==> config.mk <==
export PLATFORM = sky130hd
export DESIGN_NAME = dafx_axi_reg_master_flat
export DESIGN_NICKNAME = d
export VERILOG_FILES = /design/src/rtl/dafx_axi_reg_master_if.sv /design/src/rtl/dafx_axi_reg_master.sv /design/src/flat_wrapper.sv
export SDC_FILE = /design/constraint.sdc
export NUM_CORES = 1
export LEC_CHECK = 0
export ABC_AREA = 0
export BUFFER_PORTS_ARGS = -buffer_cell sky130_fd_sc_hd__buf_2
export CORE_AREA = 5 5 144 146
export CTS_CLUSTER_SIZE = 40
export DETAILED_ROUTE_END_ITERATION = 10
export DIE_AREA = 0 0 149 151
export PLACE_DENSITY_LB_ADDON = 0.3
export SLEW_MARGIN = 20
export SYNTH_ARGS = -nofsm -noshare
export SYNTH_HDL_FRONTEND = slang
export SYNTH_SLANG_ARGS = --single-unit
==> constraint.sdc <==
create_clock -name clk -period 2.8 [get_ports clk]
set_input_delay 0.28 -clock clk [delete_from_list [all_inputs] [get_ports clk]]
set_output_delay 0.28 -clock clk [all_outputs]
set_load 0.05 [all_outputs]
==> src/rtl/dafx_axi_reg_master_if.sv <==
// AXI4 register-bus channel bundle (axi4_reg_if) shared by DAFX masters and slaves.
interface axi4_reg_if #(
  parameter int ADDR_W = 16,
  parameter int DATA_W = 64
) (
  input logic clk,
  input logic rst_n
);
  logic [3:0]          awid;
  logic [ADDR_W-1:0]   awaddr;
  logic [7:0]          awlen;
  logic [2:0]          awsize;
  logic [1:0]          awburst;
  logic                awvalid;
  logic                awready;
  logic [DATA_W-1:0]   wdata;
  logic [DATA_W/8-1:0] wstrb;
  logic                wlast;
  logic                wvalid;
  logic                wready;
  logic [1:0]          bresp;
  logic                bvalid;
  logic                bready;
  logic [3:0]          arid;
  logic [ADDR_W-1:0]   araddr;
  logic [7:0]          arlen;
  logic [2:0]          arsize;
  logic [1:0]          arburst;
  logic                arvalid;
  logic                arready;
  logic [DATA_W-1:0]   rdata;
  logic [1:0]          rresp;
  logic                rlast;
  logic                rvalid;
  logic                rready;

  modport master (
    input  clk, rst_n,
    output awid, awaddr, awlen, awsize, awburst, awvalid,
    input  awready,
    output wdata, wstrb, wlast, wvalid,
    input  wready,
    input  bresp, bvalid,
    output bready,
    output arid, araddr, arlen, arsize, arburst, arvalid,
    input  arready,
    input  rdata, rresp, rlast, rvalid,
    output rready
  );
endinterface

==> src/rtl/dafx_axi_reg_master.sv <==
// Command-stream to AXI4 INCR burst initiator with per-command worst-response completion.
// Optional counters enabled by defining DAFX_AXI_MST_STATS_EN.
module dafx_axi_reg_master #(
  parameter int AXI_ADDR_WIDTH_P = 16,
  parameter int AXI_DATA_WIDTH_P = 64,
  parameter int AXI_ID_P         = 0
) (
  input  logic                        clk,
  input  logic                        rst,
  axi4_reg_if.master                  cif,
  input  logic                        cmd_valid,
  output logic                        cmd_ready,
  input  logic                        cmd_write,
  input  logic [AXI_ADDR_WIDTH_P-1:0] cmd_addr,
  input  logic [7:0]                  cmd_len,
  input  logic [AXI_DATA_WIDTH_P-1:0] wr_data,
  input  logic                        wr_valid,
  output logic                        wr_ready,
  output logic [AXI_DATA_WIDTH_P-1:0] rd_data,
  output logic                        rd_valid,
  input  logic                        rd_ready,
  output logic                        done,
  output logic [1:0]                  done_resp
`ifdef DAFX_AXI_MST_STATS_EN
  ,
  output logic [31:0]                 stat_wr_cmds,
  output logic [31:0]                 stat_rd_cmds,
  output logic [31:0]                 stat_err_cmds
`endif
);
  typedef enum logic [2:0] {IDLE_E, AW_E, W_E, B_E, AR_E, R_E} state_t;

  state_t                      state;
  logic [AXI_ADDR_WIDTH_P-1:0] addr;
  logic [7:0]                  len;
  logic [7:0]                  cnt;
  logic [1:0]                  resp;
  logic                        is_write;
  logic                        awvalid_q;
  logic                        arvalid_q;
  logic                        bready_q;
  logic                        w_fire;
  logic                        r_fire;
  logic [1:0]                  r_beat_resp;
  logic                        unused_if;

  // Numeric max orders DECERR > SLVERR > EXOKAY > OKAY.
  function automatic logic [1:0] merge_resp(input logic [1:0] a, input logic [1:0] b);
    return (a > b) ? a : b;
  endfunction

  assign w_fire      = (state == W_E) && wr_valid && cif.wready;
  assign r_fire      = (state == R_E) && cif.rvalid && rd_ready;
  // rlast must coincide with the final counted beat; any disagreement is a slave fault.
  assign r_beat_resp = merge_resp(cif.rresp, (cif.rlast != (cnt == 8'd0)) ? 2'b10 : 2'b00);

  always_ff @(posedge clk) begin
    if (rst) begin
      state     <= IDLE_E;
      cmd_ready <= 1'b0;
      awvalid_q <= 1'b0;
      arvalid_q <= 1'b0;
      bready_q  <= 1'b0;
      done      <= 1'b0;
      done_resp <= 2'b00;
      cnt       <= 8'd0;
      resp      <= 2'b00;
    end else begin
      done <= 1'b0;
      case (state)
        IDLE_E: begin
          if (cmd_valid && cmd_ready) begin
            cmd_ready <= 1'b0;
            resp      <= 2'b00;
            done_resp <= 2'b00;
            if (cmd_write) begin
              awvalid_q <= 1'b1;
              state     <= AW_E;
            end else begin
              arvalid_q <= 1'b1;
              state     <= AR_E;
            end
          end else begin
            cmd_ready <= 1'b1;
          end
        end
        AW_E: if (cif.awready) begin
          awvalid_q <= 1'b0;
          cnt       <= len;
          state     <= W_E;
        end
        W_E: if (w_fire) begin
          if (cnt == 8'd0) begin
            bready_q <= 1'b1;
            state    <= B_E;
          end else begin
            cnt <= cnt - 8'd1;
          end
        end
        B_E: if (cif.bvalid) begin
          bready_q  <= 1'b0;
          done      <= 1'b1;
          done_resp <= merge_resp(resp, cif.bresp);
          state     <= IDLE_E;
        end
        AR_E: if (cif.arready) begin
          arvalid_q <= 1'b0;
          cnt       <= len;
          state     <= R_E;
        end
        R_E: if (r_fire) begin
          resp <= merge_resp(resp, r_beat_resp);
          if (cnt != 8'd0) cnt <= cnt - 8'd1;
          if (cif.rlast) begin
            done      <= 1'b1;
            done_resp <= merge_resp(resp, r_beat_resp);
            state     <= IDLE_E;
          end
        end
        default: state <= IDLE_E;
      endcase
    end
  end

  always_ff @(posedge clk) begin
    if ((state == IDLE_E) && cmd_valid && cmd_ready) begin
      addr     <= cmd_addr;
      len      <= cmd_len;
      is_write <= cmd_write;
    end
  end

  assign cif.awid    = 4'(AXI_ID_P);
  assign cif.awaddr  = addr;
  assign cif.awlen   = len;
  assign cif.awsize  = 3'($clog2(AXI_DATA_WIDTH_P / 8));
  assign cif.awburst = 2'b01;
  assign cif.awvalid = awvalid_q;
  assign cif.wdata   = wr_data;
  assign cif.wstrb   = '1;
  assign cif.wlast   = (cnt == 8'd0);
  assign cif.wvalid  = (state == W_E) && wr_valid;
  assign cif.bready  = bready_q;
  assign cif.arid    = 4'(AXI_ID_P);
  assign cif.araddr  = addr;
  assign cif.arlen   = len;
  assign cif.arsize  = 3'($clog2(AXI_DATA_WIDTH_P / 8));
  assign cif.arburst = 2'b01;
  assign cif.arvalid = arvalid_q;
  assign cif.rready  = (state == R_E) && rd_ready;

  assign wr_ready = (state == W_E) && cif.wready;
  assign rd_valid = (state == R_E) && cif.rvalid;
  assign rd_data  = cif.rdata;

  assign unused_if = cif.clk ^ cif.rst_n;

`ifdef DAFX_AXI_MST_STATS_EN
  function automatic logic [31:0] sat_inc(input logic [31:0] v);
    return (v == 32'hFFFF_FFFF) ? v : v + 32'd1;
  endfunction

  // is_write still describes the finished command while done is high.
  always_ff @(posedge clk) begin
    if (rst) begin
      stat_wr_cmds  <= 32'd0;
      stat_rd_cmds  <= 32'd0;
      stat_err_cmds <= 32'd0;
    end else if (done) begin
      if (is_write) stat_wr_cmds <= sat_inc(stat_wr_cmds);
      else          stat_rd_cmds <= sat_inc(stat_rd_cmds);
      if (done_resp != 2'b00) stat_err_cmds <= sat_inc(stat_err_cmds);
    end
  end
`endif
endmodule

==> src/flat_wrapper.sv <==
// flat-port wrapper written by rule: the top's interface ports become plain ports
module dafx_axi_reg_master_flat 
#(
  parameter int AXI_ADDR_WIDTH_P = 16,
  parameter int AXI_DATA_WIDTH_P = 64,
  parameter int AXI_ID_P         = 0
)
  (clk, rst, cmd_valid, cmd_ready, cmd_write, cmd_addr, cmd_len, wr_data, wr_valid, wr_ready, rd_data, rd_valid, rd_ready, done, done_resp, rst_n, cif_awid, cif_awaddr, cif_awlen, cif_awsize, cif_awburst, cif_awvalid, cif_awready, cif_wdata, cif_wstrb, cif_wlast, cif_wvalid, cif_wready, cif_bresp, cif_bvalid, cif_bready, cif_arid, cif_araddr, cif_arlen, cif_arsize, cif_arburst, cif_arvalid, cif_arready, cif_rdata, cif_rresp, cif_rlast, cif_rvalid, cif_rready);
  axi4_reg_if #(.ADDR_W((16)), .DATA_W((64))) cif_i (.clk(clk), .rst_n(rst_n));
  input  logic clk;
  input  logic rst;
  input  logic cmd_valid;
  output logic cmd_ready;
  input  logic cmd_write;
  input  logic [AXI_ADDR_WIDTH_P-1:0] cmd_addr;
  input  logic [7:0] cmd_len;
  input  logic [AXI_DATA_WIDTH_P-1:0] wr_data;
  input  logic wr_valid;
  output logic wr_ready;
  output logic [AXI_DATA_WIDTH_P-1:0] rd_data;
  output logic rd_valid;
  input  logic rd_ready;
  output logic done;
  output logic [1:0] done_resp;
  input wire logic rst_n;
  output wire logic [$bits(cif_i.awid)-1:0] cif_awid;
  output wire logic [$bits(cif_i.awaddr)-1:0] cif_awaddr;
  output wire logic [$bits(cif_i.awlen)-1:0] cif_awlen;
  output wire logic [$bits(cif_i.awsize)-1:0] cif_awsize;
  output wire logic [$bits(cif_i.awburst)-1:0] cif_awburst;
  output wire logic [$bits(cif_i.awvalid)-1:0] cif_awvalid;
  input wire logic [$bits(cif_i.awready)-1:0] cif_awready;
  output wire logic [$bits(cif_i.wdata)-1:0] cif_wdata;
  output wire logic [$bits(cif_i.wstrb)-1:0] cif_wstrb;
  output wire logic [$bits(cif_i.wlast)-1:0] cif_wlast;
  output wire logic [$bits(cif_i.wvalid)-1:0] cif_wvalid;
  input wire logic [$bits(cif_i.wready)-1:0] cif_wready;
  input wire logic [$bits(cif_i.bresp)-1:0] cif_bresp;
  input wire logic [$bits(cif_i.bvalid)-1:0] cif_bvalid;
  output wire logic [$bits(cif_i.bready)-1:0] cif_bready;
  output wire logic [$bits(cif_i.arid)-1:0] cif_arid;
  output wire logic [$bits(cif_i.araddr)-1:0] cif_araddr;
  output wire logic [$bits(cif_i.arlen)-1:0] cif_arlen;
  output wire logic [$bits(cif_i.arsize)-1:0] cif_arsize;
  output wire logic [$bits(cif_i.arburst)-1:0] cif_arburst;
  output wire logic [$bits(cif_i.arvalid)-1:0] cif_arvalid;
  input wire logic [$bits(cif_i.arready)-1:0] cif_arready;
  input wire logic [$bits(cif_i.rdata)-1:0] cif_rdata;
  input wire logic [$bits(cif_i.rresp)-1:0] cif_rresp;
  input wire logic [$bits(cif_i.rlast)-1:0] cif_rlast;
  input wire logic [$bits(cif_i.rvalid)-1:0] cif_rvalid;
  output wire logic [$bits(cif_i.rready)-1:0] cif_rready;
  assign cif_awid = cif_i.awid;
  assign cif_awaddr = cif_i.awaddr;
  assign cif_awlen = cif_i.awlen;
  assign cif_awsize = cif_i.awsize;
  assign cif_awburst = cif_i.awburst;
  assign cif_awvalid = cif_i.awvalid;
  assign cif_i.awready = cif_awready;
  assign cif_wdata = cif_i.wdata;
  assign cif_wstrb = cif_i.wstrb;
  assign cif_wlast = cif_i.wlast;
  assign cif_wvalid = cif_i.wvalid;
  assign cif_i.wready = cif_wready;
  assign cif_i.bresp = cif_bresp;
  assign cif_i.bvalid = cif_bvalid;
  assign cif_bready = cif_i.bready;
  assign cif_arid = cif_i.arid;
  assign cif_araddr = cif_i.araddr;
  assign cif_arlen = cif_i.arlen;
  assign cif_arsize = cif_i.arsize;
  assign cif_arburst = cif_i.arburst;
  assign cif_arvalid = cif_i.arvalid;
  assign cif_i.arready = cif_arready;
  assign cif_i.rdata = cif_rdata;
  assign cif_i.rresp = cif_rresp;
  assign cif_i.rlast = cif_rlast;
  assign cif_i.rvalid = cif_rvalid;
  assign cif_rready = cif_i.rready;
  dafx_axi_reg_master #(.AXI_ADDR_WIDTH_P(AXI_ADDR_WIDTH_P), .AXI_DATA_WIDTH_P(AXI_DATA_WIDTH_P), .AXI_ID_P(AXI_ID_P)) u_core (.clk(clk), .rst(rst), .cif(cif_i), .cmd_valid(cmd_valid), .cmd_ready(cmd_ready), .cmd_write(cmd_write), .cmd_addr(cmd_addr), .cmd_len(cmd_len), .wr_data(wr_data), .wr_valid(wr_valid), .wr_ready(wr_ready), .rd_data(rd_data), .rd_valid(rd_valid), .rd_ready(rd_ready), .done(done), .done_resp(done_resp));
endmodule
==> results of run 1 <==
layout by cell type, fill, tap and decap left out, drive strengths merged, types with 8 or more instances in the layout:
master,instances
a21oi,16
conb,26
buf,121
nor2,13
ha,8
edfxtp,24
dfxtp,20
nand2,13
inv,14
o21ai,12
nor3,10
registers in the layout, summed over array words and instances (netlist names):
register and cells:
u_core.cif.arvalid 1, u_core.resp 2, u_core.cmd_ready 1, u_core.cif.awvalid 1, u_core.done_resp 2, u_core.cif.arlen 8
u_core.state 3, u_core.cif.bready 1, u_core.done 1, u_core.cif.araddr 16, u_core.cnt 8
area by class of cell:
class | instances | area [µm²] | share of cell area [%]
sequential | 44 | 1124 | 32.30
clock buffer | 5 | 125.1 | 3.597
timing repair buffer | 121 | 660.6 | 18.99
clock inverter | 3 | 42.54 | 1.223
tap | 265 | 331.6 | 9.532
multi-input combinational | 165 | 1135 | 32.63
inverter | 15 | 60.06 | 1.727
worst max-delay path, cell delays in order (launching register included):
cell	delay, ns
dfxtp_2	0.32
inv_2	0.07
ha_4	0.13
nor4b_4	0.21
nand2_2	0.12
clkinvlp_4	0.10
xnor2_2	0.08
ha_1	0.32
mux2i_2	0.25
nand2_1	0.09
o21ai_2	0.10
ha_4	0.25
nor2_4	0.08
a2bb2oi_2	0.18
mux2i_1	0.22
o32ai_1	0.10
o2bb2ai_1	0.13
repair_timing:
item | 4_1_cts | 5_1_grt
resized for setup | 2 | 5
endpoints found under the setup margin | 2 | 2
pin swaps | 6 | 5
buffers inserted | 3 | 3
logic make-up after synthesis:
family,synth area share (%)
XOR/XNOR,0.2470
flip-flops,31.60
buffers and inverters,40.92
other,0.2117
AND/OR/NAND/NOR,10.30
multiplexers,1.728
AO/OA/AOI/OAI,12.17
adder cells (fa/ha/maj),2.822
metal layers:
layer / GRT usage [%] / vias to the layer above
met5: 0 / -
met4: 3.570 / 0
met3: 7.121 / 32
met2: 15.68 / 198
met1: 8.527 / 1047
li1: - / 1039
per-stage QoR:
stage	hold slack, ns	setup WS (ns)
floorplan	0.3711	-0.2888
global placement	0.4558	-0.06536
detailed placement	0.4470	-0.1254
CTS	0.1339	-0.1163
global route	0.1387	-0.2612
finish	0.1561	-0.05661
path summary, 6_finish.rpt:
path                       start             endpoint  slack (ns)  cells after the start
max                u_core.cnt[1]  u_core.done_resp[0]       -0.06                     16
min                   cmd_len[3]  u_core.cif.arlen[3]        0.16                      1
max reg2reg        u_core.cnt[1]  u_core.done_resp[0]       -0.06                     16
min reg2reg  u_core.done_resp[0]  u_core.done_resp[0]        0.45                      2
where the power goes:
group          switching (mW)  internal (mW)  total (mW)
Clock                   0.269          0.420       0.689
Sequential              0.154          0.866        1.02
Combinational            1.82           1.18        3.01
==> results.toml, run 1 <==
[global_route]
grt_pass1_vias = 2335
antenna_found_initial = 0
grt_pass1_wl_um = 15460
grt_usage_pct = 9.306
grt_max_degree = 27
grt_remaining_overflow = 0

[floorplanning]
io_pins = 383
core-area_mm2 = 0.01927
die_width_um = 149
start_util_pct = 18.41
row_count = 51
fp.dieH_um = 151
die-area_mm2 = 0.02250

[timing]
setup_ws_ns = -0.05661
hold_viol = 0
min_period_ns = 2.857
grt_setup_unrepaired = "true"
setup_violations = 2
worstMarginPinSlew_ns = 0.8012
final.setup.tns_ns = -0.07971
fin_skew_ns = 0.005934
fmax_ghz = 0.3501
relSlewSlack_pct = 46.59
maxSlewViolCount = 0
fin_crit_sh_pct = 102.0

[cells_and_area]
stdcell_area_mm2 = 0.003478
syn_to_final_growth_pct = -1.940
layout-drive-gt1-share_pct = 44.19
nNetsFinal = 529
layout.cells.non_filler = 618
diodes = 0
n_fill_cell = 2197
post-route-util_pct = 18.05

[placement]
routabilityCongestion = 0.7594
hpwlAfterDp_um = 9544
portBuffers = 99
placed_cell_area_mm2 = 0.003233
dp.cells = 604

[routing]
drt-vias-per-instance = 3.748
wl_um = 11320
dr.pass1.iters = 4
dr_wl_met3_um = 1970
met2_length_um = 5544
drc = 0
vias = 2316
drt-wirelength-per-cell_um = 18.31
dr.max_layer_used = "met4"
ant_nets = 0
wl_met1_um = 3471
drtIter0Drc = 91

[synth]
syn_area_mm2 = 0.003547
synthArstFlopShare_pct = 0
synth_common_cells = "buf_4 (179), edfxtp_1 (24), dfxtp_1 (20), a21oi_1 (15), inv_1 (14)"
yosysMostFrequentCell = "buf_4"
avgSynthCellArea_um2 = 9.190
synthCells = 386
synth_cell_types = 57
yosysSeqAreaShare_pct = 31.60
synth_warnings = 0
synth_top_area_share_pct = 37.88
yosysTopAreaCell = "buf_4"
synth_flop_cell = "edfxtp_1"
ys_ff_latch = 44
synth_area_leaders = "buf_4 (38%), edfxtp_1 (20%), dfxtp_1 (11%)"
synth_edf_count = 24

[worst_hold_path]
hold_class = "primary input to flop"

[clock_network]
cts_made_buffers = 5
cts_root_buffer = "clkbuf_16"
cts_tree = "yes"
clkLatencyLatePin_ns = 0.29
clock_sinks = 44
cts_buffer_depth = 2
ctsHoldBuffers = 0
htreeDepth = 2
cts.clk_slew.worst_paths_ns = 0.07

[critical_path]
arrival_ns = 3.04
critPathRequiredTime_ns = 2.98
cp-start-kind = "flop"
cp-end-kind = "flop"
crit_path_max_fanout = 2
path_class = "flop to flop"

[job]
drv_cap = 0

[status]
status = "finished, violations left"
violations = "negative setup slack"

[power_and_ir_drop]
p_total_mw = 4.718
peakVddDrop_mv = 0.6796
total_leakage_power_nw = 1.459
power.density_mw_per_mm2 = 1356
No activity file was read; power rests on OpenSTA's default activity.
==> inputs of run 2 (changes only) <==
--- a/config.mk
+++ b/config.mk
@@ -8,10 +8,11 @@
 export ABC_AREA = 0
 export BUFFER_PORTS_ARGS = -buffer_cell sky130_fd_sc_hd__buf_2
 export CORE_AREA = 5 5 144 146
+export CTS_CLUSTER_DIAMETER = 120
 export CTS_CLUSTER_SIZE = 40
 export DETAILED_ROUTE_END_ITERATION = 10
 export DIE_AREA = 0 0 149 151
-export PLACE_DENSITY_LB_ADDON = 0.3
+export PLACE_DENSITY = 0.6
 export SLEW_MARGIN = 20
 export SYNTH_ARGS = -nofsm -noshare
 export SYNTH_HDL_FRONTEND = slang
==> run 2 against run 1 <==
Against the previous run:
- the run still ends with negative setup slack left
- total power is 0.71% lower
- flip-flop and latch count stayed put
- clock skew up 0.0049 ns
- routed wire length down 3.4%
- critical endpoint is now u_core.resp[0]
- combinational power about the same
- worst hold slack lost 0.0032 ns
- largest power group unchanged
- worst setup slack worse by 0.053 ns
- via count shrank 3.2%
- clock power decreased by 5.7%
- highest routed layer unchanged
- die area did not move
==> results.toml, run 2 (synthesis gave the netlist of run 1 again) <==
[status]
violations = "negative setup slack"
status = "finished, violations left"

[worst_hold_path]
hp-start = "cmd_len[2]"
whs_endpoint = "u_core.cif.arlen[2]"
hold_path_depth = 1
hold_class = "primary input to flop"

[cells_and_area]
layout.cells.non_filler = 614
n_fill_cell = 2200
syn_to_final_growth_pct = -2.328
post-route-util_pct = 17.98
multi_input_area_mm2 = 0.001161
final_cell_mix = "buf_2 (99), conb_1 (26), edfxtp_1 (24)"
final_common_cell = "buf_2"
regArea_mm2 = 0.001124
layout-drive-gt1-share_pct = 43.68
largest_register_ff_count = 16
nNetsFinal = 524

[timing]
min_period_ns = 2.910
maxSlewViolCount = 0
fmax_ghz = 0.3437
fin_skew_ns = 0.01082
worstMarginPinSlew_ns = 0.5975
fin_crit_sh_pct = 103.9
grt_setup_unrepaired = "true"
whs_ns = 0.1529
relSlewSlack_pct = 60.11
setup_violations = 2
hold_viol = 0
setup_ws_ns = -0.1097

[routing]
wl_um = 10930
drc = 0
drt-vias-per-instance = 3.650
dr.max_layer_used = "met4"
dr_wl_met3_um = 1716
drtIter0Drc = 165
drt-wirelength-per-cell_um = 17.80
ant_nets = 0
met2_length_um = 4618
wl_met1_um = 4162
vias = 2241
dr.pass1.iters = 4

[critical_path]
rr_endpoint = "u_core.resp[0]"
arrival_ns = 3.13
path_class = "flop to flop"
crit_path_max_fanout = 2
critPathRequiredTime_ns = 3.02
cp-end-kind = "flop"
worstSetupStartpoint = "u_core.cnt[0]"
reg2reg_setup_slack_ns = -0.11
r2r-start = "u_core.cnt[0]"
cp-start-kind = "flop"
r2r_cells = 16

[clock_network]
cts.clk_slew.worst_paths_ns = 0.07
cts_root_buffer = "clkbuf_16"
clkLatencyLatePin_ns = 0.30
cts_buffer_depth = 2
htreeDepth = 2
cts_made_buffers = 5
clock_sinks = 44
cts_tree = "yes"

[global_route]
grt_remaining_overflow = 0
antenna_found_initial = 0
grt_pass1_wl_um = 14950
grt_usage_pct = 9.136
grt_max_degree = 27
grt_pass1_vias = 2236

[power_and_ir_drop]
p_total_mw = 4.685
total_leakage_power_nw = 1.436
peakVddDrop_mv = 0.8777
power.density_mw_per_mm2 = 1352

[placement]
routabilityCongestion = 0.8115
portBuffers = 99
dp_slack_ns = -0.1617
hpwlAfterDp_um = 9237
dp.cells = 601

[floorplanning]
row_count = 51
die_width_um = 149
core-area_mm2 = 0.01927
die-area_mm2 = 0.02250
io_pins = 383
start_util_pct = 18.41
fp.dieH_um = 151

[job]
drv_cap = 0
run 2: per-layer routing:
layer | GRT usage, % | vias up
li1 | - | 1035
met2 | 12.63 | 161
met5 | 0.9091 | -
met1 | 10.64 | 997
met4 | 4.531 | 0
met3 | 6.164 | 48
run 2: repair_timing:
action	CTS	global route
setup buffers	3	1
gates resized for setup	4	5
hold buffers	0	0
setup endpoints to repair	2	2
pin swaps	7	10
run 2: where the power goes:
part / switching, mW / internal, mW
Sequential: 0.182 / 0.867
Combinational: 1.82 / 1.17
Clock: 0.266 / 0.384
Total: 2.26 / 2.42
run 2: how the worst max path moves through the flow:
stage | depth (start not counted) | endpoint
after CTS | 16 | u_core.done_resp[0]
after detailed placement | 16 | u_core.done_resp[0]
after global routing | 17 | u_core.resp[0]
final | 16 | u_core.resp[0]
after global placement | 16 | u_core.done_resp[0]
after floorplan | 16 | u_core.done_resp[0]
run 2: stage by stage:
| step | cell area (µm²) | TNS (ns) |
|---|---|---|
| 2_1_floorplan | 3681 | -0.4846 |
| 3_3_place_gp | 3211 | -0.06900 |
| 3_5_place_dp | 3211 | -0.2154 |
| 4_1_cts | 3412 | -0.2552 |
| 5_1_grt | 3462 | -0.5110 |
| 6_report | 3465 | -0.2112 |
run 2: area by class of cell:
cell class              count  share of cell area [%]
well taps                 265                   9.570
clock inverters             2                  0.3611
clock buffers               6                   4.334
flip-flops and latches     44                   32.43
inverters                  15                   1.733
repair buffers            116                   17.98
diodes                      1                 0.07223
multi-input cells         165                   33.51
run 2: worst max-delay path: stages (launching register included):
cell and delay (ns):
dfxtp_2 0.32, inv_2 0.07, ha_4 0.13, nor4b_4 0.24, nand2_2 0.12, clkinvlp_4 0.12
xnor2_4 0.09, ha_4 0.30, mux2i_4 0.24, o21ai_2 0.08, ha_1 0.30, nor2_1 0.05
a2bb2oi_2 0.16, buf_4 0.14, a211oi_2 0.22, a21oi_2 0.06, o32ai_2 0.19
